===== src/rtl/error_report_arbiter_pkg.sv =====
// error_report_arbiter_pkg: shared FSM states and error vector types for the error-report arbiter.
package error_report_arbiter_pkg;
  localparam int ERROR_VECTOR_WIDTH = 64;
  typedef logic [0:ERROR_VECTOR_WIDTH-1] error_vector_t;
  typedef enum logic [1:0] {ARB_IDLE, ARB_GRANT, ARB_REPORT, ARB_CLEAR} error_arb_state;
endpackage


===== src/rtl/error_report_arbiter_if.sv =====
// error_report_arbiter_if: engine/host-facing signals of the error-report arbiter.
interface error_report_arbiter_if #(parameter int NUM_SOURCES = 4);
  import error_report_arbiter_pkg::*;
  localparam int SW = $clog2(NUM_SOURCES);
  logic enabled;
  error_vector_t [NUM_SOURCES-1:0] source_errors;
  logic report_errors_ack;
  logic report_valid;
  error_vector_t report_errors;
  logic [SW-1:0] report_source;
  logic [NUM_SOURCES-1:0] source_clear_n;
  logic errors_pending;
  logic report_timeout;
  modport master (
    output enabled, source_errors, report_errors_ack,
    input report_valid, report_errors, report_source, source_clear_n, errors_pending, report_timeout
  );
  modport slave (
    input enabled, source_errors, report_errors_ack,
    output report_valid, report_errors, report_source, source_clear_n, errors_pending, report_timeout
  );
endinterface


===== src/rtl/error_report_arbiter_rr_priority_select.sv =====
// rr_priority_select: picks the first set request at or after ptr_i, wrapping around.
module rr_priority_select #(
  parameter int N = 4,
  parameter int W = $clog2(N)
) (
  input  logic [N-1:0] req_i,
  input  logic [W-1:0] ptr_i,
  output logic [W-1:0] idx_o,
  output logic         found_o
);
  logic [W-1:0] cand;
  always_comb begin
    idx_o = '0;
    found_o = 1'b0;
    cand = '0;
    for (int k = N - 1; k >= 0; k--) begin
      cand = W'((int'(ptr_i) + k) % N);
      if (req_i[cand]) begin
        idx_o = cand;
        found_o = 1'b1;
      end
    end
  end
endmodule


===== src/rtl/error_report_arbiter.sv =====
// error_report_arbiter: sticky per-source error latches shared round-robin onto one MMIO report path.
// Optional ack-wait timeout enabled by defining ERROR_ARB_TIMEOUT_EN.
module error_report_arbiter
  import error_report_arbiter_pkg::*;
#(
  parameter int NUM_SOURCES    = 4,
  parameter int TIMEOUT_CYCLES = 1024
) (
  input logic clock,
  input logic rstn,
  error_report_arbiter_if.slave bus
);
  localparam int SW = $clog2(NUM_SOURCES);
  error_arb_state state_q, state_d;
  error_vector_t [NUM_SOURCES-1:0] latch_q, latch_d;
  error_vector_t snap_q, snap_d;
  logic [SW-1:0] src_q, src_d, rr_q, rr_d, sel_idx;
  logic [NUM_SOURCES-1:0] clear_n_q, clear_n_d, req;
  logic valid_q, valid_d, pending_q, pending_d, timeout_q, timeout_d;
  logic sel_found, any_next, done, hit;

  rr_priority_select #(.N(NUM_SOURCES)) u_sel (
    .req_i  (req),
    .ptr_i  (rr_q),
    .idx_o  (sel_idx),
    .found_o(sel_found)
  );

`ifdef ERROR_ARB_TIMEOUT_EN
  localparam int CW = $clog2(TIMEOUT_CYCLES) + 1;
  logic [CW-1:0] cnt_q, cnt_d;
  assign cnt_d = state_q == ARB_REPORT ? cnt_q + CW'(1) : '0;
  assign hit = state_q == ARB_REPORT && cnt_q == CW'(TIMEOUT_CYCLES - 1);
  always_ff @(posedge clock or negedge rstn) begin
    if (!rstn) cnt_q <= '0;
    else cnt_q <= cnt_d;
  end
`else
  logic unused_timeout;
  assign unused_timeout = ^TIMEOUT_CYCLES;
  assign hit = 1'b0;
`endif

  // Idle looks at next-cycle latch contents so a fresh error reaches GRANT one cycle later.
  assign any_next = |(latch_q | bus.source_errors);
  assign done = bus.report_errors_ack | hit;

  always_comb begin
    for (int i = 0; i < NUM_SOURCES; i++) begin
      req[i] = |latch_q[i];
      latch_d[i] = latch_q[i] | bus.source_errors[i];
    end
    src_d = src_q;
    snap_d = snap_q;
    valid_d = valid_q;
    clear_n_d = '1;
    rr_d = rr_q;
    pending_d = |latch_q;
    timeout_d = timeout_q | hit;
    if (state_q == ARB_GRANT) begin
      src_d = sel_idx;
      snap_d = latch_q[sel_idx];
      valid_d = sel_found;
    end
    if (state_q == ARB_REPORT && done) begin
      valid_d = 1'b0;
      clear_n_d[src_q] = 1'b0;
    end
    // Bits that arrived after the snapshot stay latched for a later report.
    if (state_q == ARB_CLEAR) begin
      latch_d[src_q] = (latch_q[src_q] & ~snap_q) | bus.source_errors[src_q];
      rr_d = src_q == SW'(NUM_SOURCES - 1) ? '0 : src_q + SW'(1);
    end
    state_d = state_q == ARB_IDLE   ? (bus.enabled && any_next ? ARB_GRANT : ARB_IDLE) :
              state_q == ARB_GRANT  ? ARB_REPORT :
              state_q == ARB_REPORT ? (done ? ARB_CLEAR : ARB_REPORT) : ARB_IDLE;
  end

  always_ff @(posedge clock or negedge rstn) begin
    if (!rstn) begin
      state_q <= ARB_IDLE;
      latch_q <= '0;
      snap_q <= '0;
      src_q <= '0;
      rr_q <= '0;
      valid_q <= 1'b0;
      clear_n_q <= '1;
      pending_q <= 1'b0;
      timeout_q <= 1'b0;
    end else begin
      state_q <= state_d;
      latch_q <= latch_d;
      snap_q <= snap_d;
      src_q <= src_d;
      rr_q <= rr_d;
      valid_q <= valid_d;
      clear_n_q <= clear_n_d;
      pending_q <= pending_d;
      timeout_q <= timeout_d;
    end
  end

  assign bus.report_valid = valid_q;
  assign bus.report_errors = snap_q;
  assign bus.report_source = src_q;
  assign bus.source_clear_n = clear_n_q;
  assign bus.errors_pending = pending_q;
  assign bus.report_timeout = timeout_q;
endmodule


===== src/flat_wrapper.sv =====
// flat-port wrapper written by rule: the top's interface ports become plain ports
module error_report_arbiter_flat import error_report_arbiter_pkg::*;
#(
  parameter int NUM_SOURCES    = 4,
  parameter int TIMEOUT_CYCLES = 1024
)
  (clock, rstn, bus_enabled, bus_source_errors, bus_report_errors_ack, bus_report_valid, bus_report_errors, bus_report_source, bus_source_clear_n, bus_errors_pending, bus_report_timeout);
  error_report_arbiter_if #(.NUM_SOURCES(NUM_SOURCES)) bus_i ();
  input logic clock;
  input logic rstn;
  input wire logic [$bits(bus_i.enabled)-1:0] bus_enabled;
  input wire logic [$bits(bus_i.source_errors)-1:0] bus_source_errors;
  input wire logic [$bits(bus_i.report_errors_ack)-1:0] bus_report_errors_ack;
  output wire logic [$bits(bus_i.report_valid)-1:0] bus_report_valid;
  output wire logic [$bits(bus_i.report_errors)-1:0] bus_report_errors;
  output wire logic [$bits(bus_i.report_source)-1:0] bus_report_source;
  output wire logic [$bits(bus_i.source_clear_n)-1:0] bus_source_clear_n;
  output wire logic [$bits(bus_i.errors_pending)-1:0] bus_errors_pending;
  output wire logic [$bits(bus_i.report_timeout)-1:0] bus_report_timeout;
  assign bus_i.enabled = bus_enabled;
  assign bus_i.source_errors = bus_source_errors;
  assign bus_i.report_errors_ack = bus_report_errors_ack;
  assign bus_report_valid = bus_i.report_valid;
  assign bus_report_errors = bus_i.report_errors;
  assign bus_report_source = bus_i.report_source;
  assign bus_source_clear_n = bus_i.source_clear_n;
  assign bus_errors_pending = bus_i.errors_pending;
  assign bus_report_timeout = bus_i.report_timeout;
  error_report_arbiter #(.NUM_SOURCES(NUM_SOURCES), .TIMEOUT_CYCLES(TIMEOUT_CYCLES)) u_core (.clock(clock), .rstn(rstn), .bus(bus_i));
endmodule

===== config.mk =====
export PLATFORM = sky130hd
export DESIGN_NAME = error_report_arbiter_flat
export DESIGN_NICKNAME = d
export VERILOG_FILES = /design/src/rtl/error_report_arbiter_pkg.sv /design/src/rtl/error_report_arbiter_if.sv /design/src/rtl/error_report_arbiter_rr_priority_select.sv /design/src/rtl/error_report_arbiter.sv /design/src/flat_wrapper.sv
export SDC_FILE = /design/constraint.sdc
export NUM_CORES = 1
export LEC_CHECK = 0
export BUFFER_PORTS_ARGS = -buffer_cell sky130_fd_sc_hd__buf_2
export CORE_ASPECT_RATIO = 0.6
export CORE_MARGIN = 2
export CORE_UTILIZATION = 40
export DETAILED_ROUTE_END_ITERATION = 8
export SYNTH_ARGS = -nofsm -noshare
export SYNTH_HDL_FRONTEND = slang
export SYNTH_SLANG_ARGS = --single-unit

===== constraint.sdc =====
create_clock -name clock -period 3.6 [get_ports clock]
set_input_delay 0.72 -clock clock [delete_from_list [all_inputs] [get_ports clock]]
set_output_delay 0.72 -clock clock [all_outputs]
set_load 0.01 [all_outputs]

==> results of run 1 <==
worst max-delay path: cells and delay by family, from the launching register on:
| kind | cells | cell delay [ns] |
|---|---|---|
| compound gates | 5 | 1.05 |
| simple gates | 3 | 1.50 |
| flops | 1 | 0.47 |
| buf+inv | 1 | 0.21 |
area by class of cell:
cell class / count / area (um2) / area share, %
tap: 579 / 724 / 3.36
clock buffer: 52 / 1040 / 4.83
timing repair buffer: 428 / 2590 / 12.0
multi-input combinational: 1265 / 8480 / 39.3
clock inverter: 9 / 145 / 0.673
antenna: 3 / 7.51 / 0.0348
sequential: 332 / 8320 / 38.6
inverter: 71 / 267 / 1.24
per-layer routing:
metal / track usage (%) / vias up / wire length (um)
li1: - / 7807 / -
met1: 55.5 / 9405 / 34700
met2: 51.1 / 1636 / 35200
met3: 12.0 / 196 / 13100
met4: 10.8 / 4 / 2910
met5: 0 / - / 27
logic make-up (layout without fill, tap and decap cells):
group	Yosys count	in the layout	share of synthesized area, %
buffers and inverters	190	560	4.29
adders and majority gates	8	8	0.573
DFF	332	332	47.6
other	1	4	0.0215
and+or+nand+nor	218	218	7.28
AOI/OAI and AO/OA	970	970	31.7
muxes	68	68	8.50
path summary, 6_finish.rpt:
check	start	end	slack, ns	depth (start not counted)
worst max-delay path	u_core.latch_q[81]$_DFF_PN0_	u_core.bus.report_errors[18]$_DFFE_PN0P_	0.13	9
worst min-delay path	rstn	u_core.latch_q[71]$_DFF_PN0_	0.25	1
worst max register to register	u_core.latch_q[81]$_DFF_PN0_	u_core.bus.report_errors[18]$_DFFE_PN0P_	0.13	9
worst min register to register	u_core.bus.report_valid$_DFFE_PN0P_	u_core.bus.report_valid$_DFFE_PN0P_	0.56	2
max in group asynchronous	rstn	u_core.latch_q[224]$_DFF_PN0_	2.47	2
min in group clock	bus_enabled	u_core.state_q[0]$_DFF_PN0_	0.43	2
metrics by stage:
stage | TNS (ns) | total power [mW] | setup slack (ns)
CTS | 0 | 15.9 | 0.0956
global route | 0 | 16.8 | 0.0232
detailed placement | -0.0630 | 12.0 | -0.0237
global placement | -1.59 | 11.9 | -0.0767
finish | 0 | 16.2 | 0.133
floorplan | 0 | 9.29 | 0.926
state kept, by name, indices dropped and copies added (netlist names):
name                       cells
u_core.bus.report_errors      64
u_core.state_q                 2
u_core.rr_q                    2
u_core.latch_q               256
u_core.bus.source_clear_n      4
u_core.bus.report_valid        1
u_core.bus.report_source       2
u_core.bus.errors_pending      1
placed cells by master, fill, tap and decap left out, types with 30 or more instances in the layout:
cell | netlist | final
a21oi_1 | 259 | 259
buf_2 | 23 | 330
a221oi_1 | 126 | 126
nand4_1 | 30 | 30
mux4_2 | 64 | 64
inv_1 | 70 | 69
buf_4 | 2 | 81
dfrtp_1 | 328 | 327
o21ai_0 | 510 | 510
a211oi_1 | 64 | 64
nor4_1 | 126 | 124
clkbuf_16 | 0 | 37
timing repair:
action                     in CTS  in global routing
gates resized for setup         1                  3
pin swaps                       0                  1
setup endpoints to repair      26                 64
hold buffers                    0                  0
buffers inserted                0                  1
power by group through the flow:
| stage | Combinational, mW | Sequential (mW) | Clock (mW) |
|---|---|---|---|
| 2_1_floorplan | 3.49 | 5.80 | 0 |
| 3_3_place_gp | 5.64 | 6.28 | 0 |
| 3_5_place_dp | 5.76 | 6.27 | 0 |
| 4_1_cts | 5.78 | 6.23 | 3.91 |
| 5_1_grt | 6.36 | 6.41 | 4.07 |
| 6_report | 5.91 | 6.35 | 3.91 |
==> metrics.md, run 1 <==
| Metric | Value |
|---|---|
| # rows | 59 |
| Initial antenna violation count | 5 |
| Syn nets | 2,055 |
| # IOs | 333 |
| Layout cells sized above 1 | 26.2% |
| GPL Wtd Cong | 1.00 |
| Clock Path Buffers | 3 |
| Power Density | between 700 and 800 mW/mm2 |
| Number of synthesized flops with an enable pin | 0 |
| DR vias/cell | about 7 |
| Final Hold Viols | 0 |
| Fin crit share | 96.3% |
| H-tree depth | 2 |
| Yosys top cell area share | 47.0% |
| Routed WL per cell | 31.4 um |
| Synthesized instance count | 1,787 |
| Syn avg cell area | 9.77 um2 |
| Crit Path Max Fanout | 43 |
| Peak Freq | 0.288 GHz |
| Area contributors post-synth | dfrtp_1, o21ai_0, mux4_2, a21oi_1, a221oi_1 |
| Ys Warns | 0 |
| Clk_lat worst skew | between 0.5 and 0.6 ns |
| Asr flop ratio synth | 100% |
| Largest net degree at the start of global routing | 101 |
| Setup violators final | 0 |
| Antenna viol nets, final | 0 |
| Critical path cell sequence | nor4_1, nand4_1, or4_4, a21oi_1, a221oi_1, a211o_4, buf_12, a221oi_1, a211oi_1 |
| Internal power | 9.41 mW |
| Commonest cells post-synth | o21ai_0, dfrtp_1, a21oi_1 |
| RSZ-0062 raised after global routing | no |
| GR Util All Layers | 37.2% |
| Worst-Margin Slew | approximately 1.1 ns |
| Gr ovfl total | 0 |
| CTS Buf Count | 35 |
| Final Util | about half |
| DP Area | 0.0203 mm2 |
| Critical Path AT | 3.83 ns |
| Post-Route Hold Slack | ~0.25 ns |
| Tmin final | 3.47 ns |
| Die width | 274 um |
| Placed cell count | ~2,700 |
| Initial core utilization | 40.4% |
| Core area | 0.0432 mm2 |
| Flop pwr share | 39.3% |
| DRC | 0 |
| Total Wirelength | 86.0 mm |
| WS Path Type | reg -> reg |
| Switching Fraction | 41.8% |
| Yosys cell types | a little over 40 |
| Drt first-iter violations | approximately 3,600 |
| Clock sink count | 332 |
| Fillers | 4,111 |
| Gate power share | between 30% and 40% |
| Biggest area consumer among synthesized cells | dfrtp_1 |
| Nets@finish | 2,401 |
| Worst hold path class | in -> async |
| Final setup skew | 0.0331 ns |
| Crit path largest cell delay | 0.65 ns |
| Clock Tree Root | clkbuf_16 |
| Status | complete, no violations |
| Static Leak | 8.01 nW |
| #FFs+latches synth | around 330 |
| Data required, critical path | 3.96 ns |
| TritonCTS clock tree | yes |
| DR pass1 iterations | 8 |
| Most Frequent Cell on Critical Path | a221oi_1 |
| Psw | 6.77 mW |
| Power share of the clock group | roughly a quarter |
| Dominant cell by count in the synthesized netlist | o21ai_0 |
| Vias in the first global route | between 15,000 and 20,000 |
| Non-filler instance count after layout | around 2,700 |
| Hpwl dp | ~64 mm |
| Fin. max-slew vios | 0 |
| Die area | 0.0454 mm2 |
| Cell at the slowest stage of the critical path | or4_4 |
| Clk slew on worst S/H paths | 0.07 ns |
| Port buffer count | ~330 |
| Post-Syn Area | 0.0175 mm2 |
| Main flop type after synthesis | dfrtp_1 |
| DR vias | 19,000 |
| First-pass GRT wire length | around 120 mm |
| Max IR drop VDD | 0.390 mV |
| Seq/Total Area, Yosys | 47.6% |
| Maxcap violations | 0 |
| Final instance area | 0.0216 mm2 |
| Layout area overhead | 23.6% |
| Max transition margin | 26.8% |
| Die height | approximately 170 um |
| Startpoint class of the critical path | flip-flop |
| Element type at the critical path end | flip-flop |
(Power assumes the default switching activity.)
==> inputs of run 2 (changes only) <==
==> constraint.sdc (replaced) <==
create_clock -name clock -period 4 [get_ports clock]
set_input_delay 0.8 -clock clock [delete_from_list [all_inputs] [get_ports clock]]
set_output_delay 0.8 -clock clock [all_outputs]
set_load 0.01 [all_outputs]
==> run 2 against run 1 <==
Flip-flop and latch count stayed put. Final area is 1.8% lower. Non-clock buffer count is 37 lower. Die area stayed put. Clock-buffer cell count is 1 higher. Routed wire length hardly changed. The flow now finishes with violations (setup timing). Cell count is 1.4% lower. Critical endpoint is now u_core.bus.report_errors[33]$_DFFE_PN0P_. Largest cell class unchanged. Register-to-register slack worse by 0.15 ns.
==> metrics.md, run 2 (synthesized netlist as in run 1, its figures left out) <==
| Metric | Value |
|---|---|
| Die area | 0.0454 mm2 (unchanged) |
| Most frequent cells in the layout | o21ai_0, buf_2, dfrtp_1 |
| WS Path Type | reg -> reg |
| Data required, critical path | 4.37 ns (+0.41 ns) |
| Antenna viol nets, final | 0 (unchanged) |
| Die width | 274 um (unchanged) |
| Power share of the clock group | 23.4% (-0.8 points) |
| Failing checks | setup timing |
| GPL Wtd Cong | 1.01 (+0.56%) |
| GR Util All Layers | 37.2% (+0.073 points) |
| Routed WL per cell | 31.8 um (+1.4%) |
| Element type at the critical path end | flip-flop |
| Clk slew on worst S/H paths | 0.07 ns (about the same) |
| Core area | 0.0432 mm2 (unchanged) |
| Total Wirelength | 86.0 mm (about the same) |
| Initial antenna violation count | 4 (-1) |
| Largest register by flop count | u_core.latch_q |
| Layout area overhead | 21.4% |
| Switching Fraction | 42.3% (+0.43 points) |
| Flop pwr share | 39.9% (+0.6 points) |
| Number of flip-flops in the largest register | 256 (unchanged) |
| Startpoint class of the critical path | flip-flop |
| Internal power | 8.26 mW (-12%) |
| Nets@finish | 2,364 (-1.5%) |
| Status | complete, but fails checks |
| Clock sink count | 332 (unchanged) |
| Pre-CTS setup slack | 0.241 ns (+0.265 ns) |
| Footprint of the multi-input gates | 0.00845 mm2 (-0.25%) |
| # IOs | 333 (unchanged) |
| CTS Buf Count | 35 (unchanged) |
| Layout cells sized above 1 | 24.8% (-1.4 points) |
| Final WS setup | -0.0134 ns (-0.146 ns) |
| Power Density | 676 mW/mm2 (-9.9%) |
| Clk_lat worst skew | 0.55 ns (about the same) |
| Max IR drop VDD | 0.409 mV (+5.0%) |
| H-tree depth | 2 (unchanged) |
| Post-Route Hold Slack | 0.287 ns (+0.0355 ns) |
| Port buffer count | 331 (unchanged) |
| Worst hold path class | in -> async |
| Fin. max-slew vios | 0 (unchanged) |
| Maxcap violations | 0 (unchanged) |
| Max transition margin | 31.3% (+4.6 points) |
| Fillers | 4,060 (-1.2%) |
| Final Hold Viols | 0 (unchanged) |
| DRC | 0 (unchanged) |
| First-pass GRT wire length | 124 mm (+0.27%) |
| Vias in the first global route | 17,400 (+0.20%) |
| RSZ-0062 raised after global routing | no |
| Psw | 6.05 mW (-11%) |
| Initial core utilization | 40.4% (unchanged) |
| Post-CTS Setup Bufs | 0 (unchanged) |
| Clock Tree Root | clkbuf_16 |
| Static Leak | 7.76 nW (-3.0%) |
| Crit Path Max Fanout | 38 (-12%) |
| Final setup skew | 0.0230 ns (-0.0101 ns) |
| Peak Freq | 0.249 GHz (-14%) |
| Gr ovfl total | 0 (unchanged) |
| Largest net degree at the start of global routing | 95 (-5.9%) |
| Fin crit share | 100% (+4.0 points) |
| DR vias | 18,900 (-0.70%) |
| TritonCTS clock tree | yes |
| Drt first-iter violations | 3,531 (-2.9%) |
| Worst-Margin Slew | 1.03 ns (-0.0684 ns) |
| Setup violators final | 2 (+2) |
| Clock Path Buffers | 3 (unchanged) |
| # rows | 59 (unchanged) |
| Critical Path AT | 4.38 ns (+0.55 ns) |
| Hpwl dp | 63.9 mm (-0.39%) |
| Die height | 166 um (unchanged) |
| Most common cell after layout, fill and taps aside | o21ai_0 |
| Setup TNS | -0.0261 ns (-0.0261 ns) |
| DR vias/cell | 7.00 (+0.69%) |
| Tmin final | 4.01 ns (+0.546 ns) |
| Gate power share | 36.7% (about the same) |
| DR pass1 iterations | 8 (unchanged) |
| Register Area | 0.00832 mm2 (unchanged) |
[run 2: metrics by stage]
step	area, um2	utilization [%]	std cells	total power [mW]
3_3_place_gp	20000	46.4	2638	10.7
3_5_place_dp	20000	46.4	2638	10.8
2_1_floorplan	17500	-	1787	8.36
4_1_cts	21200	49.0	2696	14.1
5_1_grt	21200	49.0	2697	14.9
6_report	21200	49.1	2701	14.3
[run 2: timing repair]
action | 4_1_cts | 5_1_grt
endpoints found under the setup margin | 0 | 1
hold buffers | 0 | 0
hold endpoints to repair | 0 | 0
resized for setup | 0 | 1
[run 2: layout make-up]
cell class	count	area share, %
multi-input combinational	1265	39.9
clock inverter	5	0.248
clock buffer	53	5.03
sequential	332	39.3
antenna	5	0.0591
inverter	71	1.26
tap	579	3.42
timing repair buffer	391	10.8
[run 2: worst max-delay path: stages (launching register included)]
cell and delay, ns:
dfrtp_1 0.45, nor4_1 0.77, nand4_1 0.46, or4_4 0.67, a21oi_1 0.15, a221oi_1 0.10
a211o_4 0.37, buf_12 0.20, buf_4 0.21, a221oi_1 0.33, a211oi_1 0.09
[run 2: final timing paths]
| path | startpoint | cells after the start | slack [ns] | to |
|---|---|---|---|---|
| max in group asynchronous | rstn | 2 | 2.73 | u_core.latch_q[36]$_DFF_PN0_ |
| min | rstn | 1 | 0.29 | u_core.latch_q[10]$_DFF_PN0_ |
| max reg2reg | u_core.latch_q[94]$_DFF_PN0_ | 10 | -0.01 | u_core.bus.report_errors[33]$_DFFE_PN0P_ |
| max | u_core.latch_q[94]$_DFF_PN0_ | 10 | -0.01 | u_core.bus.report_errors[33]$_DFFE_PN0P_ |
| min in group clock | bus_source_errors[197] | 3 | 0.52 | u_core.latch_q[197]$_DFF_PN0_ |
| min reg2reg | u_core.bus.report_valid$_DFFE_PN0P_ | 2 | 0.56 | u_core.bus.report_valid$_DFFE_PN0P_ |
[run 2: power groups by stage]
stage	registers, mW	logic, mW	clock network [mW]
after floorplan	5.22	3.14	0
after global placement	5.65	5.03	0
after detailed placement	5.65	5.11	0
after CTS	5.60	5.13	3.34
after global routing	5.76	5.66	3.50
final	5.72	5.25	3.34
[run 2: per-layer routing]
layer  global-route usage [%]  part of all wire [%]  up-vias
met4                     12.3                   4.0        4
met3                     14.6                    16      228
li1                         -                     -     7742
met1                     54.3                    39     9306
met5                        0                 0.029        -
met2                     50.0                    40     1634
